### config.mk
export PLATFORM = sky130hd
export DESIGN_NAME = bridge_target_cmd
export DESIGN_NICKNAME = d
export VERILOG_FILES = /design/src/rtl/bridge_target_cmd.sv
export SDC_FILE = /design/constraint.sdc
export NUM_CORES = 1
export LEC_CHECK = 0
export CORE_AREA = 4 4 195 386
export DETAILED_ROUTE_END_ITERATION = 12
export DIE_AREA = 0 0 199 390
export MAX_ROUTING_LAYER = met4
export REMOVE_ABC_BUFFERS = 1
export SYNTH_ARGS = -nofsm -noshare
export SYNTH_HDL_FRONTEND = slang
export SYNTH_SLANG_ARGS = --single-unit
### constraint.sdc
create_clock -name clk -period 5.1 [get_ports clk]
set_input_delay 1.02 -clock clk [delete_from_list [all_inputs] [get_ports clk]]
set_output_delay 1.02 -clock clk [all_outputs]
set_load 0.02 [all_outputs]
### src/rtl/bridge_target_cmd.sv
// Core-to-host command mailbox on the bridge bus.
// Optional POSTED-state host-ack timeout: define BRIDGE_TARGET_CMD_TIMEOUT_EN.
module bridge_target_cmd #(
  parameter logic [31:0] BASE_ADDR      = 32'hF800_2000,
  parameter logic [31:0] TIMEOUT_CYCLES = 32'd74_250_000
) (
  input  logic         clk,
  input  logic         reset,
  input  logic [31:0]  bridge_addr,
  input  logic         bridge_wr,
  input  logic [31:0]  bridge_wr_data,
  input  logic         bridge_rd,
  output logic [31:0]  bridge_rd_data,
  input  logic         req_valid,
  output logic         req_ready,
  input  logic [15:0]  req_cmd,
  input  logic [255:0] req_param,
  output logic         resp_valid,
  output logic [15:0]  resp_result,
  output logic [255:0] resp_data,
  output logic         busy
);

  typedef enum logic [1:0] {
    S_IDLE,
    S_POSTED,
    S_ACKED,
    S_RESPOND
  } state_t;

  localparam logic [15:0] TAG_POST = 16'h636D;
  localparam logic [15:0] TAG_ACK  = 16'h6361;
  localparam logic [15:0] TAG_DONE = 16'h6464;

  state_t           state_q, state_d;
  logic [15:0]      cmd_q, cmd_d;
  logic [15:0]      result_q, result_d;
  logic [7:0][31:0] param_q, param_d;
  logic [7:0][31:0] rsp_q, rsp_d;
  logic [31:0]      rd_data_q, rd_data_d;
  logic [31:0]      word0;

  logic       hit;
  logic [5:0] widx;
  logic       w0_sel, par_sel, rsp_sel;
  logic       w0_wr, rsp_wr;
  logic [15:0] wr_tag;

  assign hit     = (bridge_addr[31:8] == BASE_ADDR[31:8])
                 && (bridge_addr[1:0] == 2'b00);
  assign widx    = bridge_addr[7:2];
  assign w0_sel  = hit && (widx == 6'd0);
  assign par_sel = hit && (widx[5:3] == 3'b001);
  assign rsp_sel = hit && (widx[5:3] == 3'b010);
  assign w0_wr   = bridge_wr && w0_sel;
  assign rsp_wr  = bridge_wr && rsp_sel;
  assign wr_tag  = bridge_wr_data[31:16];

  always_comb begin
    word0 = 32'h0;
    unique case (state_q)
      S_IDLE:    word0 = 32'h0;
      S_POSTED:  word0 = {TAG_POST, cmd_q};
      S_ACKED:   word0 = {TAG_ACK, cmd_q};
      S_RESPOND: word0 = {TAG_DONE, result_q};
      default:   word0 = 32'h0;
    endcase
  end

  // Reads see pre-write state, so a same-cycle word-0 write is invisible here
  always_comb begin
    rd_data_d = rd_data_q;
    if (bridge_rd) begin
      rd_data_d = 32'h0;
      if (w0_sel)       rd_data_d = word0;
      else if (par_sel) rd_data_d = param_q[widx[2:0]];
      else if (rsp_sel) rd_data_d = rsp_q[widx[2:0]];
    end
  end

`ifdef BRIDGE_TARGET_CMD_TIMEOUT_EN
  logic [31:0] cnt_q, cnt_d;
  logic        expired;

  assign expired = (cnt_q == TIMEOUT_CYCLES - 32'd1);

  always_ff @(posedge clk) begin
    if (reset) cnt_q <= 32'h0;
    else       cnt_q <= cnt_d;
  end
`else
  logic unused_cfg;
  logic expired;

  assign unused_cfg = ^TIMEOUT_CYCLES;
  assign expired    = 1'b0;
`endif

  always_comb begin
    state_d  = state_q;
    cmd_d    = cmd_q;
    result_d = result_q;
    param_d  = param_q;
    rsp_d    = rsp_q;
`ifdef BRIDGE_TARGET_CMD_TIMEOUT_EN
    cnt_d    = cnt_q;
`endif
    if ((state_q == S_POSTED || state_q == S_ACKED) && rsp_wr)
      rsp_d[widx[2:0]] = bridge_wr_data;
    unique case (state_q)
      S_IDLE: begin
        if (req_valid) begin
          cmd_d    = req_cmd;
          param_d  = req_param;
          rsp_d    = '0;
          result_d = 16'h0;
          state_d  = S_POSTED;
`ifdef BRIDGE_TARGET_CMD_TIMEOUT_EN
          cnt_d    = 32'h0;
`endif
        end
      end
      S_POSTED: begin
`ifdef BRIDGE_TARGET_CMD_TIMEOUT_EN
        cnt_d = cnt_q + 32'd1;
`endif
        if (w0_wr && wr_tag == TAG_ACK) begin
          state_d = S_ACKED;
        end else if (w0_wr && wr_tag == TAG_DONE) begin
          result_d = bridge_wr_data[15:0];
          state_d  = S_RESPOND;
        end else if (expired) begin
          result_d = 16'hFFFF;
          rsp_d    = '0;
          state_d  = S_RESPOND;
        end
      end
      S_ACKED: begin
        if (w0_wr && wr_tag == TAG_DONE) begin
          result_d = bridge_wr_data[15:0];
          state_d  = S_RESPOND;
        end
      end
      S_RESPOND: state_d = S_IDLE;
      default:   state_d = S_IDLE;
    endcase
  end

  always_ff @(posedge clk) begin
    if (reset) begin
      state_q   <= S_IDLE;
      cmd_q     <= 16'h0;
      result_q  <= 16'h0;
      param_q   <= '0;
      rsp_q     <= '0;
      rd_data_q <= 32'h0;
    end else begin
      state_q   <= state_d;
      cmd_q     <= cmd_d;
      result_q  <= result_d;
      param_q   <= param_d;
      rsp_q     <= rsp_d;
      rd_data_q <= rd_data_d;
    end
  end

  assign bridge_rd_data = rd_data_q;
  assign req_ready      = (state_q == S_IDLE);
  assign busy           = (state_q != S_IDLE);
  assign resp_valid     = (state_q == S_RESPOND);
  assign resp_result    = result_q;
  assign resp_data      = rsp_q;

endmodule

==> impl_metrics.ini <==
[finish]
num-fill-cells = 7022
layout-drive-gt1-share_pct = 9.094
multiInputGateArea_um2 = 12370
layout_common_cells = 973 x nand2_1, 643 x clkdlybuf4s50_1, 578 x dfxtp_1
fin_area_um2 = 34170
final_common_cell = nand2_1
synthToLayoutAreaGrowth_pct = 36.30
nets = 3776
seqCellArea_um2 = 11570

[setup_path]
critPathBufInv = 1
endpoint_kind = flop
max_stage_delay_ns = 1.35
cp.required_ns = 5.57
critPathSlowestCell = or4_2
arrival_ns = 4.07
worstSetupPathType = in2reg
rr_worst_depth = 6
r2r_setup_slack_ns = 2.17
critPathMaxFanout = 32
worstPathCellList = clkdlybuf4s50_1 > nor4b_2 > nand3_2 > or4_2 > nand2_1 > a21oi_1
critPathTopFamily = simple AND/OR/NAND/NOR gates
r2r_end = resp_data[38]$_SDFF_PP0_
crit_path_start_kind = input port
r2r_start = state_q[1]$_SDFFE_PP0N_

[synthesis]
ys_types = 56
yosysWarnings = 0
synth-seq-cells = 578
async_flop_share_pct = 0
ys_seq_area_share_pct = 46.16
syn_area_per_cell_um2 = 8.432
synth_ff_type = dfxtp_1
synth_edf_count = 0
netlist_area_um2 = 25070
synthCells = 2973

[timing]
hold_slack_ns = 0.4497
slew_violations = 0
rsz0062_at_grt = false
fin_worst_skew_ns = 0.01179
finalCriticalPeriod_ns = 3.602
setup_viol = 0
finalCritPeriodShare_pct = 70.63
worst_slew_pin_slew_ns = 1.330
hold_violations = 0
fmax_mhz = 277.6
relSlewSlack_pct = 11.32

[route]
viasPerCell = 5.386
wl_per_cell_um = 24.31
ant_nets = 0
drtPass1Iterations = 5
initialDrtViolationCount = 1424
vias = 23670
finalWirelength_um = 106800
route.detailed.drc = 0

[global_route]
grt_overflow = 0
grt_pass1_vias = 23100
grt_pass1_wl_um = 152600
grt_use_total_pct = 26.91
grt_start_max_net_pins = 185
antenna_found_initial = 5

[place]
portBuffers = 647
gp_congestion = 0.8463
post-dp-hpwl_um = 75500
post_dp_cell_area_um2 = 32100

[clock_tree]
htreeDepth = 2
post_cts_buffers = 0
clock-sinks = 578
cts_tree = built
clock_latency_ns = 0.62
clk_pin_slew_ns = 0.07
cts_buffers = 54
hold_buffers = 0
cts_resized = 0
root_buffer = clkbuf_16
clock_path_buffers = 3

[die]
num_rows = 139
core_um2 = 72000
die_width_um = 199
pin_count = 648
die_y_um = 390
start_util_pct = 34.82
die-area_um2 = 77610

[min_path]
min_path_type = reg2reg
holdPathStages = 2
hp-start = param_q[54]$_SDFFE_PP0P_
whs_endpoint = param_q[54]$_SDFFE_PP0P_

[outcome]
status = completed

[power]
p_int_uw = 8000
p_sw_uw = 2754
finalPower_uw = 10750
peakVddDrop_mv = 0.2933
p_leak_uw = 0.01166
combPwrFrac_pct = 12.0
p_clk_share_pct = 43.6
power_density_nw_per_um2 = 314.7
sequentialPowerShare_pct = 44.4
swShare_pct = 25.61

[job]
maxCapViolations = 0
## worst min-delay path: cells and delay by family, from the launching register on
kind            cells  cell delay (ns)
simple gates        1             0.05
compound gates      1             0.05
flops               1             0.31
## flip-flops by register name, summed over array words and instances, names as in the netlist
signal / count
resp_data: 256
resp_result: 16
cmd_q: 16
bridge_rd_data: 32
state_q: 2
param_q: 256
## logic make-up after synthesis
| family | count (synthesis) | share of synthesized area, % |
|---|---|---|
| compound gates | 651 | 14.40 |
| fa+ha+maj | 6 | 0.2995 |
| buf+inv | 302 | 5.006 |
| flops | 578 | 46.16 |
| mux | 146 | 12.13 |
| simple gates | 1290 | 22.00 |
## power by group through the flow
stage | logic, uW | clock network [uW] | registers, uW
6_report | 1290 | 4690 | 4770
2_1_floorplan | 688 | 0 | 4850
4_1_cts | 1310 | 4780 | 4770
5_1_grt | 1410 | 4920 | 4780
3_3_place_gp | 1300 | 0 | 4870
3_5_place_dp | 1310 | 0 | 4870
## stage by stage
step	setup WS (ns)	util, %	TNS [ns]	std cells
floorplan	-17.55	-	-3569.19	2681
global placement	0.9160	44.59	0	4289
detailed placement	0.8762	44.59	0	4289
CTS	1.534	47.44	0	4391
global route	1.350	47.45	0	4395
finish	1.498	47.45	0	4395
## routing by layer
layer	vias up	share of wire, %	track usage [%]
met2	964	51	47.20
met4	0	4.0	9.457
met3	225	7.8	6.680
li1	11130	-	-
met1	11350	37	29.47
met5	-	0	-
## area by class of cell
type                    instances  area share, %
flip-flops and latches        578          33.87
repair buffers                692          20.42
inverters                      10         0.1099
clock inverters                24          1.051
multi-input cells            2093          36.21
clock buffers                  78          4.962
well taps                     916          3.354
diodes                          4        0.02930
## worst max-delay path by stage
| stage | startpoint | end | depth (start not counted) |
|---|---|---|---|
| after floorplan | req_valid | resp_data[100]$_SDFF_PP0_ | 4 |
| after global placement | bridge_addr[25] | resp_data[176]$_SDFF_PP0_ | 6 |
| after detailed placement | bridge_addr[25] | resp_data[187]$_SDFF_PP0_ | 6 |
| after CTS | bridge_addr[25] | resp_data[160]$_SDFF_PP0_ | 6 |
| after global routing | bridge_addr[25] | resp_data[178]$_SDFF_PP0_ | 6 |
| final | bridge_addr[25] | resp_data[198]$_SDFF_PP0_ | 6 |
## Yosys cell counts (all sizes together) (4+ instances only)
master | number | area share, %
nor4b | 7 | 0.41
and3 | 5 | 0.12
nand2 | 974 | 15
o21ai | 150 | 3.0
nor4 | 29 | 1.1
nand2b | 23 | 0.57
buf | 98 | 2.0
nand3 | 149 | 3.0
dfxtp | 578 | 46
o32ai | 6 | 0.21
inv | 10 | 0.15
or4 | 5 | 0.15
mux2i | 18 | 0.72
ha | 6 | 0.30
mux4 | 126 | 11
a221oi | 7 | 0.24
a21oi | 407 | 8.1
clkbuf | 194 | 2.9
nor2 | 49 | 0.73
a221o | 20 | 0.80
nor3 | 23 | 0.46
a22o | 30 | 1.0
nand3b | 4 | 0.12
a22oi | 22 | 0.66
nor2b | 4 | 0.10
Power figures use the tool's default switching activity.
